File: config.mk
export PLATFORM = sky130hd
export DESIGN_NAME = ifetch
export DESIGN_NICKNAME = d
export VERILOG_FILES = /design/src/rtl/ifetch.sv
export SDC_FILE = /design/constraint.sdc
export NUM_CORES = 1
export LEC_CHECK = 0
export BUFFER_PORTS_ARGS = -buffer_cell sky130_fd_sc_hd__buf_2
export CORE_ASPECT_RATIO = 0.75
export CORE_MARGIN = 8
export CORE_UTILIZATION = 62
export DETAILED_ROUTE_END_ITERATION = 10
export HOLD_SLACK_MARGIN = 0.1
export PLACE_DENSITY = 0.83
export RECOVER_POWER = 100
export SYNTH_ARGS = -nofsm -noshare
export SYNTH_HDL_FRONTEND = slang
export SYNTH_SLANG_ARGS = --single-unit
File: constraint.sdc
create_clock -name clk_in -period 9.9 [get_ports clk_in]
set_clock_uncertainty 0.1 [all_clocks]
set_input_delay 2.475 -clock clk_in [delete_from_list [all_inputs] [get_ports clk_in]]
set_output_delay 2.475 -clock clk_in [all_outputs]
set_load 0.02 [all_outputs]
File: src/rtl/ifetch.sv
// Instruction fetch: one outstanding icache read, responses queued with their PCs for the decoder.
// Response at edge t is visible to the decoder in cycle t+1; fetch stalls while the queue is full or rdy_in is low.
module ifetch #(
    parameter int          QUEUE_DEPTH_LOG = 2,
    parameter logic [31:0] RESET_PC        = 32'h0
) (
    input  logic        clk_in,
    input  logic        rst_in,
    input  logic        rdy_in,
    output logic        ic_req_valid,
    output logic [31:0] ic_req_addr,
    input  logic        ic_resp_valid,
    input  logic [31:0] ic_resp_instr,
    output logic        dec_valid,
    output logic [31:0] dec_pc,
    output logic [31:0] dec_instr,
    input  logic        dec_ready,
    input  logic        redirect_valid,
    input  logic [31:0] redirect_pc
);
    localparam int DEPTH = 1 << QUEUE_DEPTH_LOG;

    typedef enum logic [1:0] {S_IDLE, S_WAIT, S_DISCARD} state_t;

    typedef struct packed {
        logic [31:0] pc;
        logic [31:0] instr;
    } entry_t;

    state_t                   state;
    logic [31:0]              fetch_pc;
    logic [31:0]              req_pc;
    entry_t                   queue [DEPTH];
    logic [QUEUE_DEPTH_LOG-1:0] head;
    logic [QUEUE_DEPTH_LOG-1:0] tail;
    logic [QUEUE_DEPTH_LOG:0]   count;

    logic not_full;
    logic push;
    logic pop;

    // count never exceeds DEPTH, so its MSB alone marks the full queue
    assign not_full     = !count[QUEUE_DEPTH_LOG];
    assign ic_req_valid = rdy_in & !rst_in & !redirect_valid & (state == S_IDLE) & not_full;
    assign ic_req_addr  = fetch_pc;

    assign push = rdy_in & !redirect_valid & (state == S_WAIT) & ic_resp_valid;
    assign pop  = dec_valid & dec_ready & rdy_in & !redirect_valid;

    assign dec_valid = (count != '0);
    assign dec_pc    = dec_valid ? queue[head].pc    : 32'h0;
    assign dec_instr = dec_valid ? queue[head].instr : 32'h0;

    always_ff @(posedge clk_in) begin
        if (rst_in) begin
            state    <= S_IDLE;
            fetch_pc <= RESET_PC & ~32'h3;
            req_pc   <= 32'h0;
            head     <= '0;
            tail     <= '0;
            count    <= '0;
        end else if (rdy_in) begin
            if (redirect_valid) begin
                head     <= '0;
                tail     <= '0;
                count    <= '0;
                fetch_pc <= redirect_pc & ~32'h3;
                // an in-flight read that has not returned yet must be swallowed later
                if (state == S_IDLE || ic_resp_valid) begin
                    state <= S_IDLE;
                end else begin
                    state <= S_DISCARD;
                end
            end else begin
                case (state)
                    S_IDLE: begin
                        if (ic_req_valid) begin
                            req_pc   <= fetch_pc;
                            fetch_pc <= fetch_pc + 32'd4;
                            state    <= S_WAIT;
                        end
                    end
                    S_WAIT: begin
                        if (ic_resp_valid) begin
                            state <= S_IDLE;
                        end
                    end
                    S_DISCARD: begin
                        if (ic_resp_valid) begin
                            state <= S_IDLE;
                        end
                    end
                    default: state <= S_IDLE;
                endcase

                if (push) begin
                    tail <= tail + 1'b1;
                end
                if (pop) begin
                    head <= head + 1'b1;
                end
                case ({push, pop})
                    2'b10:   count <= count + 1'b1;
                    2'b01:   count <= count - 1'b1;
                    default: count <= count;
                endcase
            end
        end
    end

    always_ff @(posedge clk_in) begin
        if (!rst_in && push) begin
            queue[tail] <= '{pc: req_pc, instr: ic_resp_instr};
        end
    end
endmodule

==> impl_metrics.ini <==
[route]
first_pass_iters = 5
finalWirelength_um = 27680
postRouteAntennaNets = 0
num_vias = 8002
routedWlPerCell_um = 20.87
drcViolationCount = 0
vias_per_cell = 6.035
drt-initial-drc-count = 741

[critical_path]
cp_cell_sequence = buf_2 -> clkbuf_1 -> nor3b_1 -> nand2_1 -> inv_1 -> clkbuf_1
arrival_ns = 5.33
cpMaxStageDelayCell = inv_1
critical_path.max_fanout = 34
crit_path_frequent_cell = clkbuf_1
start_kind = input port
path_class = input port to primary output
slowest_delay_ns = 0.84
cp-end-kind = primary output
required_ns = 7.33

[finish]
synthToLayoutAreaGrowth_pct = 14.15
finalNonFillerCells = 1326
final_common_cell = edfxtp_1
final_cell_mix = edfxtp_1 (248), clkbuf_1 (136), nand2_1 (96)
diodes = 0
fillers = 1435
finalInstanceArea_um2 = 14810
drive_gt1_share_pct = 15.03
nets = 1092

[cts]
clk_pin_slew_ns = 0.06
htree_levels = 1
cts-resized-gates = 0
ctsLongestPathBuffers = 3
cts_made_buffers = 31
cts-root-buf = clkbuf_16
cts_tree = done
clk_latency_ns = 0.56
post_cts_buffers = 0
cts_sinks = 319
cts_hold_buf = 0

[outcome]
status = finished with violations
violations = capacitance limit, slew limit

[run]
maxCapViolCount = 9

[die]
rows = 46
ioPinCount = 168
dieArea_um2 = 25860
start_util_pct = 62.27
coreArea_um2 = 20840
die_w_um = 183.0
die_y_um = 141.3

[synth]
synth_edf_count = 248
synth_area_per_cell_um2 = 15.00
netlist_area_um2 = 12970
yosys.area.top_type = edfxtp_1
ys_warn_count = 0
synthArstFlopShare_pct = 0
ys_ff_latch = 319
synth_top_area_share_pct = 57.40
synth.distinct_cells = 63
seq_area_frac_synth_pct = 68.35
synthCells = 865
synth_ff_type = edfxtp_1
synthTopCellsByArea = edfxtp_1 (57%), dfxtp_1 (11%), mux4_2 (11%)

[placement]
numPortBuffers = 161
dp.final_hpwl_um = 16610
placed_area_um2 = 13990
routabilityCongestion = 0.8711
place_inst = 1269
dp_slack_ns = 3.212

[sta]
tightest_slew_ns = 4.748
finalMaxSlewViolations = 478
setup_tns_ns = 0
rsz0062_at_grt = no
hold_viol_final = 0
setup_viol = 0
holdWs_ns = 0.4019
finalWorstSetupSlack_ns = 1.997
max_freq_ghz = 0.1265
finalCriticalPeriod_ns = 7.903
period_share_pct = 79.83
max_slew_margin_pct = -216.7

[global_route]
grt_pass1_vias = 7989
antenna_found_initial = 0
grt_overflow = 0
grt_first_pass_wirelength_um = 43850
grt_usage_pct = 21.32
grt_max_degree = 68

[power]
p_leak_nw = 4.837
power_density_nw_per_um2 = 183.3
ir_drop_mv = 0.1651

[min_path]
min_path_type = flop to flop
power by group:
| group | leakage, nW | internal (mW) | switching (mW) |
|---|---|---|---|
| sequential | 2.73 | 1.45 | 0.0205 |
| clock | 0.486 | 0.686 | 0.476 |
| combinational | 1.62 | 0.0270 | 0.0602 |
state kept, by name (all words and copies together), names as in the netlist, named ones only:
| signal | flops |
|---|---|
| queue | 248 |
| state | 2 |
| count | 3 |
| tail | 2 |
| req_pc | 30 |
| ic_req_addr | 30 |
| head | 2 |
cell usage after synthesis (all sizes together), types with 2 or more instances:
library cell and count:
o41ai 2, a32oi 2, nor3b 2, o2bb2ai 2, edfxtp 248, mux4 62
a21oi 22, o22ai 2, o221a 3, nand3 51, and4 3, inv 11
a21o 3, a31o 4, a211oi 3, o21ai 16, nor2 30, a31oi 8
dfxtp 71, ha 7, or3 6, and2 70, clkbuf 32, nor4 4
a32o 5, o211ai 5, mux2i 2, nor2b 4, nand4 14, nand2 96
o32ai 3, o31ai 5, and3 12, o311ai 2, buf 23, nor3 10
or4 3, nand2b 2
per-stage QoR:
stage | power [mW] | utilization (%)
after global placement | 1.581 | 67.16
after CTS | 2.735 | 72.01
after global routing | 2.797 | 71.08
final | 2.715 | 71.08
after detailed placement | 1.584 | 67.16
after floorplan | 1.540 | -
layout make-up:
type / instances / area, um^2 / share of cell area, %
Timing Repair Buffer: 168 / 684.4 / 4.621
Multi-Input combinational cell: 483 / 3841 / 25.94
Tap cell: 288 / 360.3 / 2.433
Sequential cell: 319 / 8872 / 59.91
Inverter: 11 / 41.29 / 0.2788
Clock inverter: 18 / 195.2 / 1.318
Clock buffer: 39 / 815.8 / 5.508
final timing paths:
| kind | from | end | slack (ns) | cells past startpoint |
|---|---|---|---|---|
| max | rst_in | ic_req_valid | 2.00 | 6 |
| min | req_pc[21] | req_pc[21] | 0.40 | 2 |
| max reg2reg | state[1] | queue[1][23] | 4.67 | 5 |
| min reg2reg | req_pc[21] | req_pc[21] | 0.40 | 2 |
critical path: cells and delay by family:
family	cells	cell delay [ns]
buffers and inverters	4	1.86
AND/OR/NAND/NOR	2	0.94
per-layer routing:
metal / track usage (%) / part of all wire (%) / vias to the layer above
met2: 32.28 / 45 / 398
met1: 31.28 / 44 / 3928
li1: - / - / 3636
met5: 0 / 0 / -
met3: 5.365 / 9.7 / 40
met4: 4.227 / 1.5 / 0
logic make-up (layout without fill, tap and decap cells):
family | Yosys count | count (layout) | share of synthesized area, %
compound gates | 97 | 97 | 5.227
mux | 64 | 64 | 10.92
flops | 319 | 319 | 68.35
simple gates | 309 | 309 | 12.45
buf+inv | 66 | 236 | 2.131
xor+xnor | 1 | 1 | 0.06751
other cells | 1 | 4 | 0.02890
fa+ha+maj | 8 | 8 | 0.8293
No activity file was read; power rests on OpenSTA's default activity.
